**config.mk**
```make
export PLATFORM = sky130hd
export DESIGN_NAME = mult_share_arbiter_flat
export DESIGN_NICKNAME = d
export VERILOG_FILES = /design/src/rtl/mult_arb_pkg.sv /design/src/rtl/mult_share_arbiter_if.sv /design/src/rtl/rr_arbiter.sv /design/src/rtl/mult_share_arbiter.sv /design/src/flat_wrapper.sv
export SDC_FILE = /design/constraint.sdc
export NUM_CORES = 1
export LEC_CHECK = 0
export CAP_MARGIN = 20
export CORE_ASPECT_RATIO = 1.4
export CORE_MARGIN = 4
export CORE_UTILIZATION = 40
export CTS_CLUSTER_DIAMETER = 100
export DETAILED_ROUTE_END_ITERATION = 12
export PLACE_DENSITY = 0.88
export RECOVER_POWER = 100
export SETUP_SLACK_MARGIN = 0.02
export SYNTH_ARGS = -nofsm -noshare
export SYNTH_HDL_FRONTEND = slang
export SYNTH_SLANG_ARGS = --single-unit
```
**constraint.sdc**
```tcl
create_clock -name clk -period 2.8 [get_ports clk]
set_input_delay 0.56 -clock clk [delete_from_list [all_inputs] [get_ports clk]]
set_output_delay 0.56 -clock clk [all_outputs]
set_load 0.05 [all_outputs]
```
**src/rtl/mult_arb_pkg.sv**
```systemverilog
// Shared types and constants for the shared-multiplier arbiter.
package mult_arb_pkg;

    localparam int unsigned OPW              = 4;
    localparam int unsigned PRODW            = 8;
    localparam int unsigned NREQ_DEFAULT     = 4;
    localparam int unsigned BUSY_TMO_DEFAULT = 4;

    typedef enum logic [2:0] {
        StIdle,
        StIssue,
        StWaitBusy,
        StWaitDone,
        StRespond
    } arb_state_e;

    // Width of an index into n items, never narrower than one bit.
    function automatic int unsigned idx_width(input int unsigned n);
        return (n > 1) ? $clog2(n) : 1;
    endfunction

endpackage

```
**src/rtl/mult_share_arbiter_if.sv**
```systemverilog
// Requester channels plus the multiplier side, as seen by the arbiter (slave) and its environment.
interface mult_share_arbiter_if #(
    parameter int unsigned NREQ = mult_arb_pkg::NREQ_DEFAULT
);
    import mult_arb_pkg::*;

    logic [NREQ-1:0]     req_valid;
    logic [NREQ-1:0]     req_ready;
    logic [NREQ*OPW-1:0] req_a;
    logic [NREQ*OPW-1:0] req_b;
    logic [NREQ-1:0]     rsp_valid;
    logic [NREQ-1:0]     rsp_ready;
    logic [PRODW-1:0]    rsp_product;

    logic                mul_start;
    logic [OPW-1:0]      mul_multiplier;
    logic [OPW-1:0]      mul_multiplicand;
    logic                mul_ready;
    logic [PRODW-1:0]    mul_product;

    modport slave (
        input  req_valid, req_a, req_b, rsp_ready, mul_ready, mul_product,
        output req_ready, rsp_valid, rsp_product, mul_start, mul_multiplier, mul_multiplicand
    );

    modport master (
        output req_valid, req_a, req_b, rsp_ready, mul_ready, mul_product,
        input  req_ready, rsp_valid, rsp_product, mul_start, mul_multiplier, mul_multiplicand
    );

endinterface

```
**src/rtl/rr_arbiter.sv**
```systemverilog
// Round-robin grant: first requester at or after the pointer; pointer moves past the winner on advance.
module rr_arbiter
    import mult_arb_pkg::*;
#(
    parameter  int unsigned NREQ = NREQ_DEFAULT,
    localparam int unsigned IdxW = idx_width(NREQ)
) (
    input  logic            clk,
    input  logic            rst,
    input  logic [NREQ-1:0] req_i,
    input  logic            advance_i,
    output logic [NREQ-1:0] gnt_o,
    output logic [IdxW-1:0] gnt_idx_o,
    output logic            valid_o
);

    logic [IdxW-1:0] ptr_q, ptr_d;
    logic [IdxW-1:0] sel;
    int unsigned     pos;

    always_comb begin
        gnt_o     = '0;
        gnt_idx_o = '0;
        valid_o   = 1'b0;
        pos       = 0;
        sel       = '0;
        for (int unsigned k = 0; k < NREQ; k++) begin
            pos = 32'(ptr_q) + k;
            if (pos >= NREQ) begin
                pos = pos - NREQ;
            end
            sel = IdxW'(pos);
            if (!valid_o && req_i[sel]) begin
                valid_o    = 1'b1;
                gnt_o[sel] = 1'b1;
                gnt_idx_o  = sel;
            end
        end
    end

    always_comb begin
        ptr_d = ptr_q;
        if (advance_i && valid_o) begin
            ptr_d = (gnt_idx_o == IdxW'(NREQ - 1)) ? '0 : gnt_idx_o + 1'b1;
        end
    end

    always_ff @(posedge clk) begin
        if (rst) begin
            ptr_q <= '0;
        end else begin
            ptr_q <= ptr_d;
        end
    end

endmodule

```
**src/rtl/mult_share_arbiter.sv**
```systemverilog
// Shares one sequential 4x4 multiplier among NREQ requesters, one transaction in flight at a time.
module mult_share_arbiter
    import mult_arb_pkg::*;
#(
    parameter int unsigned NREQ     = NREQ_DEFAULT,
    parameter int unsigned BUSY_TMO = BUSY_TMO_DEFAULT
) (
    input  logic                 clk,
    input  logic                 rst,
    mult_share_arbiter_if.slave  bus,
    output logic                 busy,
    output logic                 retry_err
);

    localparam int unsigned IdxW = idx_width(NREQ);
    localparam int unsigned TmoW = idx_width(BUSY_TMO);

    arb_state_e      state_q, state_d;
    logic [NREQ-1:0] arb_gnt;
    logic [IdxW-1:0] arb_idx;
    logic            arb_valid;
    logic            accept;

    logic [IdxW-1:0]  gnt_q, gnt_d;
    logic [OPW-1:0]   a_q, a_d, b_q, b_d;
    logic [TmoW-1:0]  tmo_q, tmo_d;
    logic [PRODW-1:0] prod_q, prod_d;
    logic [NREQ-1:0]  rsp_valid_q, rsp_valid_d;
    logic             start_q, start_d;
    logic             busy_q, busy_d;
    logic             retry_q, retry_d;

    // Only accept while idle and the multiplier is ready, so nothing is granted while it settles.
    assign accept        = (state_q == StIdle) && bus.mul_ready && arb_valid;
    assign bus.req_ready = accept ? arb_gnt : '0;

    rr_arbiter #(
        .NREQ (NREQ)
    ) u_rr (
        .clk       (clk),
        .rst       (rst),
        .req_i     (bus.req_valid),
        .advance_i (accept),
        .gnt_o     (arb_gnt),
        .gnt_idx_o (arb_idx),
        .valid_o   (arb_valid)
    );

    always_comb begin
        state_d = state_q;
        gnt_d   = gnt_q;
        a_d     = a_q;
        b_d     = b_q;
        tmo_d   = tmo_q;
        prod_d  = prod_q;
        retry_d = retry_q;
        unique case (state_q)
            StIdle: begin
                if (accept) begin
                    gnt_d   = arb_idx;
                    a_d     = bus.req_a[OPW*arb_idx +: OPW];
                    b_d     = bus.req_b[OPW*arb_idx +: OPW];
                    state_d = StIssue;
                end
            end
            StIssue: begin
                tmo_d   = '0;
                state_d = StWaitBusy;
            end
            StWaitBusy: begin
                if (!bus.mul_ready) begin
                    state_d = StWaitDone;
                end else if (tmo_q == TmoW'(BUSY_TMO - 1)) begin
                    // Start pulse was apparently missed; reissue with the same operands.
                    retry_d = 1'b1;
                    state_d = StIssue;
                end else begin
                    tmo_d = tmo_q + 1'b1;
                end
            end
            StWaitDone: begin
                if (bus.mul_ready) begin
                    prod_d  = bus.mul_product;
                    state_d = StRespond;
                end
            end
            StRespond: begin
                if (bus.rsp_ready[gnt_q]) begin
                    state_d = StIdle;
                end
            end
            default: state_d = StIdle;
        endcase

        start_d     = (state_d == StIssue);
        busy_d      = (state_d != StIdle);
        rsp_valid_d = '0;
        if (state_d == StRespond) begin
            rsp_valid_d[gnt_d] = 1'b1;
        end
    end

    always_ff @(posedge clk) begin
        if (rst) begin
            state_q     <= StIdle;
            gnt_q       <= '0;
            a_q         <= '0;
            b_q         <= '0;
            tmo_q       <= '0;
            prod_q      <= '0;
            rsp_valid_q <= '0;
            start_q     <= 1'b0;
            busy_q      <= 1'b0;
            retry_q     <= 1'b0;
        end else begin
            state_q     <= state_d;
            gnt_q       <= gnt_d;
            a_q         <= a_d;
            b_q         <= b_d;
            tmo_q       <= tmo_d;
            prod_q      <= prod_d;
            rsp_valid_q <= rsp_valid_d;
            start_q     <= start_d;
            busy_q      <= busy_d;
            retry_q     <= retry_d;
        end
    end

    assign bus.rsp_valid        = rsp_valid_q;
    assign bus.rsp_product      = prod_q;
    assign bus.mul_start        = start_q;
    assign bus.mul_multiplier   = a_q;
    assign bus.mul_multiplicand = b_q;
    assign busy                 = busy_q;
    assign retry_err            = retry_q;

    a_req_ready_onehot: assert property (@(posedge clk) disable iff (rst)
        $onehot0(bus.req_ready));
    a_rsp_valid_onehot: assert property (@(posedge clk) disable iff (rst)
        $onehot0(bus.rsp_valid));
    a_start_single: assert property (@(posedge clk) disable iff (rst)
        start_q |=> !start_q);

endmodule

```
**src/flat_wrapper.sv**
```systemverilog
// flat-port wrapper written by rule: the top's interface ports become plain ports
module mult_share_arbiter_flat import mult_arb_pkg::*;
#(
    parameter int unsigned NREQ     = NREQ_DEFAULT,
    parameter int unsigned BUSY_TMO = BUSY_TMO_DEFAULT
)
  (clk, rst, busy, retry_err, bus_req_valid, bus_req_a, bus_req_b, bus_rsp_ready, bus_mul_ready, bus_mul_product, bus_req_ready, bus_rsp_valid, bus_rsp_product, bus_mul_start, bus_mul_multiplier, bus_mul_multiplicand);
  mult_share_arbiter_if #(.NREQ(NREQ)) bus_i ();
  input  logic clk;
  input  logic rst;
  output logic busy;
  output logic retry_err;
  input wire logic [$bits(bus_i.req_valid)-1:0] bus_req_valid;
  input wire logic [$bits(bus_i.req_a)-1:0] bus_req_a;
  input wire logic [$bits(bus_i.req_b)-1:0] bus_req_b;
  input wire logic [$bits(bus_i.rsp_ready)-1:0] bus_rsp_ready;
  input wire logic [$bits(bus_i.mul_ready)-1:0] bus_mul_ready;
  input wire logic [$bits(bus_i.mul_product)-1:0] bus_mul_product;
  output wire logic [$bits(bus_i.req_ready)-1:0] bus_req_ready;
  output wire logic [$bits(bus_i.rsp_valid)-1:0] bus_rsp_valid;
  output wire logic [$bits(bus_i.rsp_product)-1:0] bus_rsp_product;
  output wire logic [$bits(bus_i.mul_start)-1:0] bus_mul_start;
  output wire logic [$bits(bus_i.mul_multiplier)-1:0] bus_mul_multiplier;
  output wire logic [$bits(bus_i.mul_multiplicand)-1:0] bus_mul_multiplicand;
  assign bus_i.req_valid = bus_req_valid;
  assign bus_i.req_a = bus_req_a;
  assign bus_i.req_b = bus_req_b;
  assign bus_i.rsp_ready = bus_rsp_ready;
  assign bus_i.mul_ready = bus_mul_ready;
  assign bus_i.mul_product = bus_mul_product;
  assign bus_req_ready = bus_i.req_ready;
  assign bus_rsp_valid = bus_i.rsp_valid;
  assign bus_rsp_product = bus_i.rsp_product;
  assign bus_mul_start = bus_i.mul_start;
  assign bus_mul_multiplier = bus_i.mul_multiplier;
  assign bus_mul_multiplicand = bus_i.mul_multiplicand;
  mult_share_arbiter #(.NREQ(NREQ), .BUSY_TMO(BUSY_TMO)) u_core (.clk(clk), .rst(rst), .bus(bus_i), .busy(busy), .retry_err(retry_err));
endmodule
```
# Word-level counts from Yosys, hierarchy flattened
# Index checks and enable logic that the tools add are counted.
[word_totals]
regBits = 32
input_bits = 51
wordCells = 122
[classes]
add_sub_neg = 9
magnitude_cmp = 15
eq_ne = 10
shifts = 2
n_mux = 49
bitwise = 4
n_reduce_logical = 22
[ops]
columns = ["op", "count"]
rows = [
  ["$shiftx A16 B5 Y4", 2],
  ["$mux W2", 13],
  ["$mux W4", 5],
  ["$lt A2 B3 Y1 const B", 6],
  ["$mux W3", 5],
  ["$pmux W3 S5", 1],
  ["$mux W1", 14],
  ["$or A4 B4 Y4", 3],
  ["$logic_and A1 B1 Y1", 11],
  ["$bmux W1 S2", 5],
  ["$demux W1 S2", 5],
  ["$ge A2 B1 Y1 const B", 5],
  ["$ge A3 B3 Y1 const B", 3],
  ["$sub A2 B1 Y2 const B", 4],
  ["$add A2 B2 Y3 const B", 2],
  ["$eq A3 B1 Y1 const B", 2],
  ["$eq A3 B2 Y1 const B", 2],
  ["$eq A3 B3 Y1 const B", 2],
  ["$reduce_and A3 Y1", 2],
  ["$add A2 B1 Y2 const B", 2],
  ["$eq A2 B2 Y1 const B", 2],
  ["$ne A2 B2 Y1 const B", 2],
  ["$pmux W2 S2", 1],
  ["$reduce_and A2 Y1", 2],
  ["8 further kinds", 10],
]

# Depth between registers and ports, before layout
[depth]
depth_word = 21
mapped_depth = 12
depth_no_buf = 8

# By module
# From an unflattened synthesis, not the netlist that was laid out.
[hier_totals]
hier_cells = 219
hier_area_um2 = 1986.9
[modules_own_cells]
columns = ["mod", "instances", "cells_per_inst", "area_per_inst_um2"]
rows = [
  ["mult_share_arbiter", 1, 162, 1438.9],
  ["rr_arbiter", 1, 57, 548.0],
]

# Worst setup path before layout
# OpenSTA, ideal clock, no wires.
[synth_path]
path_type = "register to output"
startpoint = "register u_core.u_rr.ptr_q[0]"
endpoint = "output port bus_req_ready[0]"
t_arrival_ns = 2.978
required_ns = 2.240
setup_slack_ns = -0.738
stages_incl_launch_ff = 10
cell_sequence = "dfxtp_1 -> buf_2 -> inv_1 -> ha_1 -> buf_2 -> or3b_1 -> a2111o_1 -> nand3_1 -> a221oi_1 -> nor2_1"
[synth_between]
elab_chain_cells = 16
[synth_rtl]
columns = ["item", "line", "source"]
rows = [
  ["start: declaration", "rr_arbiter.sv:17", "logic [IdxW-1:0] ptr_q, ptr_d;"],
  ["start signal: assignment", "rr_arbiter.sv:52", "ptr_q <= ptr_d;"],
  ["parallel branches: the longest is 15 deep, another holds $add A2 B1 Y3", "n/a", ""],
  ["$mux W4 *", "mult_share_arbiter.sv:35", "assign bus.req_ready = accept ? arb_gnt : '0;"],
  ["end: declaration", "flat_wrapper.sv:19", "output wire logic [$bits(bus_i.req_ready)-1:0] bus_req_ready;"],
]
# Mark *: on every way between the ends. The select of a mux whose other input is x is not followed.

# Final worst setup path
[layout_path]
startpoint = "register u_core.u_rr.ptr_q[0]"
endpoint = "output port bus_req_ready[1]"
# Same word-level chain as after synthesis.

==> metrics.txt <==
status=finished with violations; violated checks=negative setup slack; Core ar.=about 5000 µm²; max-cap check violation count=0; slowest cell on the critical path=a2111o_1; top_reg_cell synth=dfxtp_1; unrepaired setup endpoints after global routing=true; setup ws final=-0.04063 ns; Post-synth EDFFs=0; P_int=about 1300 µW; worst reg2reg setup slack=~0.12 ns; clock sink total=32; switching power=about 800 µW; worst vdd ir=around 0.41 mV; Max Fclk=between 300 and 400 MHz; main area contributors after synthesis=dfxtp_1 (30%), nand2_1 (6.8%), a21oi_1 (5.2%); switching share of total power=38.10%; CTS tree=done; vias in the first global route=2340; Syn-to-layout area delta=60.92%; slowest stage delay, CP=roughly 0.4 ns; power per cell area=approximately 620 nW/µm²; Detailed Route WL=6.368 mm; Max Buffers Root-to-Sink=2; Pwr Total=approximately 2100 µW; count leader, synth=nand2_1; routability cong.=between 0.8 and 0.9; Final Setup Violations=2; Worst setup EP type=primary output; pins over their slew limit=0; Post-Route Skew=~0.0085 ns; Mapped Area=between 2000 and 2500 µm²; Wirelength per Cell=approximately 15 µm; crit path max fanout=5; final period utilization=101.5%; R2R Path End=u_core.bus.rsp_valid[0]; Die Width=approximately 69 µm; clock power share=23.1%; Hold Path Origin=u_core.bus.rsp_product[5]; Slew HR=54.53%; Final Instance Area=3385 µm²; share of layout cells above drive strength 1=21.13%; register area share after synthesis=30.46%; WHS Endpoint=u_core.bus.rsp_product[5]; first-pass GRT wire length=10.36 mm; Die Area=6499 µm²; Detailed Place HPWL=approximately 4.9 mm; HP Class=flip-flop to flip-flop; post-route setup TNS=-0.05637 ns; post-synthesis async set-or-reset flop share=0%; Pleak=about 0.0014 µW; Layout Cells excl Fill=about 420; Yosys warning count=0; Hold Worst Slack=0.4516 ns; area share of the largest cell type after synthesis=between 30% and 40%; Fin. Hold Viols=0; initial antenna violation count=0; Yosys reg bits=32; Initial DRT Pass Iterations=6; Initial Util=41.08%; # IOs=78; latest clock arrival within the worst-skew pair=around 0.29 ns; antenna fix cells=0; Row Count=31; antenna viol nets, final=0; CP Launch Point=u_core.u_rr.ptr_q[0]; Die H=between 90 and 100 µm; Hold Path Depth=2; CP Launch Type=flip-flop; worst r2r src=u_core.u_rr.ptr_q[0]; count of cell types in the netlist=56; post-place instance area=~3200 µm²; crit-path cells=clkinvlp_4, ha_4, or3b_1, a2111o_1, nand3_4, buf_6, a221oi_4, nor2_4, buf_12; Worst EP required=about 2.2 ns; Synthesized Nets=between 300 and 400; Reg power frac=25.4%; CP delay by family, top=simple AND/OR/NAND/NOR gates; Syn Inst Count=252; Reg clk slew, reported paths=~0.07 ns; gr usage total=around 19%; number of port buffers=just under 80; Least-Margin Pin Slew=roughly 0.68 ns; Yosys top cell by area=dfxtp_1; cts bufs inserted=5; crit path DAT=2.28 ns; DRC=0; post-DR vias/cell=between 5 and 6; routed vias=between 2000 and 2500; R2R cell count=7; Final min period=roughly 2.8 ns; Bufs and invs on worst path=3; dpl cells=410; total grt overflow=0; CTS root buf=clkbuf_8; nets@finish=413; H-tree Lvls=2; syn avg cell area=8.346 µm²; WS Path Type=flip-flop to primary output; largest net degree at the start of global routing=23; Iter 0 DRT Violations=approximately 140; synth cell count leaders=nand2_1 (38), dfxtp_1 (32), a21oi_1 (22), nor2_1 (20), mux2i_1 (10); Comb pwr share=between 50% and 60%
flip-flops by register name (all words and copies together) (netlist names), 2 cells and up:
| signal | cells |
|---|---|
| u_core.bus.rsp_product | 8 |
| u_core.bus.mul_multiplicand | 4 |
| u_core.bus.mul_multiplier | 4 |
| u_core.bus.rsp_valid | 4 |
| u_core.state_q | 3 |
| u_core.gnt_q | 2 |
| u_core.tmo_q | 2 |
| u_core.u_rr.ptr_q | 2 |
power groups by stage:
| stage | clock network, µW | registers, µW | logic (µW) |
|---|---|---|---|
| floorplan | 0 | 662 | 565 |
| global placement | 0 | 547 | 1020 |
| detailed placement | 0 | 547 | 1050 |
| CTS | 493 | 536 | 1060 |
| global route | 511 | 540 | 1170 |
| finish | 488 | 534 | 1090 |
worst register-to-register path: cells and delay by family, from the launching register on:
family                 cells  cell delay, ns
AOI/OAI and AO/OA          3            0.82
muxes                      1            0.73
buffers and inverters      2            0.42
DFF                        1            0.37
and+or+nand+nor            1            0.26
placed cells by master (no fill, tap or decap), drive strengths merged, types with 9 or more instances in the layout:
cell / netlist / layout
a21oi: 23 / 23
buf: 9 / 36
clkbuf: 8 / 10
clkdlybuf4s50: 0 / 44
dfxtp: 32 / 32
dlygate4sd3: 0 / 25
mux2i: 10 / 10
nand2: 38 / 38
nor2: 20 / 20
o211ai: 9 / 9
worst max path at each step:
stage                        to  cells after the start
6_report       bus_req_ready[1]                      9
5_1_grt        bus_req_ready[1]                      9
4_1_cts        bus_req_ready[3]                      8
3_5_place_dp   bus_req_ready[2]                      9
3_3_place_gp   bus_req_ready[2]                      8
2_1_floorplan  bus_req_ready[0]                      9
timing repair:
item | in CTS | in global routing
endpoints found under the setup margin | 12 | 4
pin swaps | 4 | 3
endpoints found under the hold margin | 0 | 0
hold buffers | 0 | 0
gates resized for setup | 11 | 9
setup buffers | 3 | 3
metal layers:
layer	vias to the layer above	part of all wire, %	track usage [%]
li1	1139	-	-
met1	1118	38	20.05
met2	85	53	35.43
met3	22	5.5	4.925
met4	2	3.6	9.772
met5	-	0.16	0
final cells by class:
class | count | area (µm²)
fillers | 419 | 1735
multi-input cells | 197 | 1449
repair buffers | 112 | 1055
flip-flops and latches | 32 | 645.6
clock buffers | 7 | 96.34
well taps | 66 | 82.58
clock inverters | 1 | 30.03
inverters | 6 | 26.28
metrics by stage:
step	utilization, %	setup slack [ns]
after global placement	62.07	-0.2187
final	66.10	-0.04063
after global routing	66.10	-0.1638
after detailed placement	62.07	-0.3206
after CTS	64.91	-0.1056
after floorplan	-	-0.1288
cells by family (layout without fill, tap and decap cells):
| family | after synthesis | after routing | synth area share, % |
|---|---|---|---|
| and+or+nand+nor | 91 | 91 | 21.00 |
| xor gates and xnor gates | 1 | 1 | 0.4165 |
| muxes | 16 | 16 | 10.29 |
| adders and majority gates | 8 | 8 | 4.759 |
| buffers and inverters | 23 | 126 | 5.592 |
| AOI/OAI and AO/OA | 81 | 81 | 27.48 |
| DFF | 32 | 32 | 30.46 |
No activity file was read; power rests on OpenSTA's default activity.
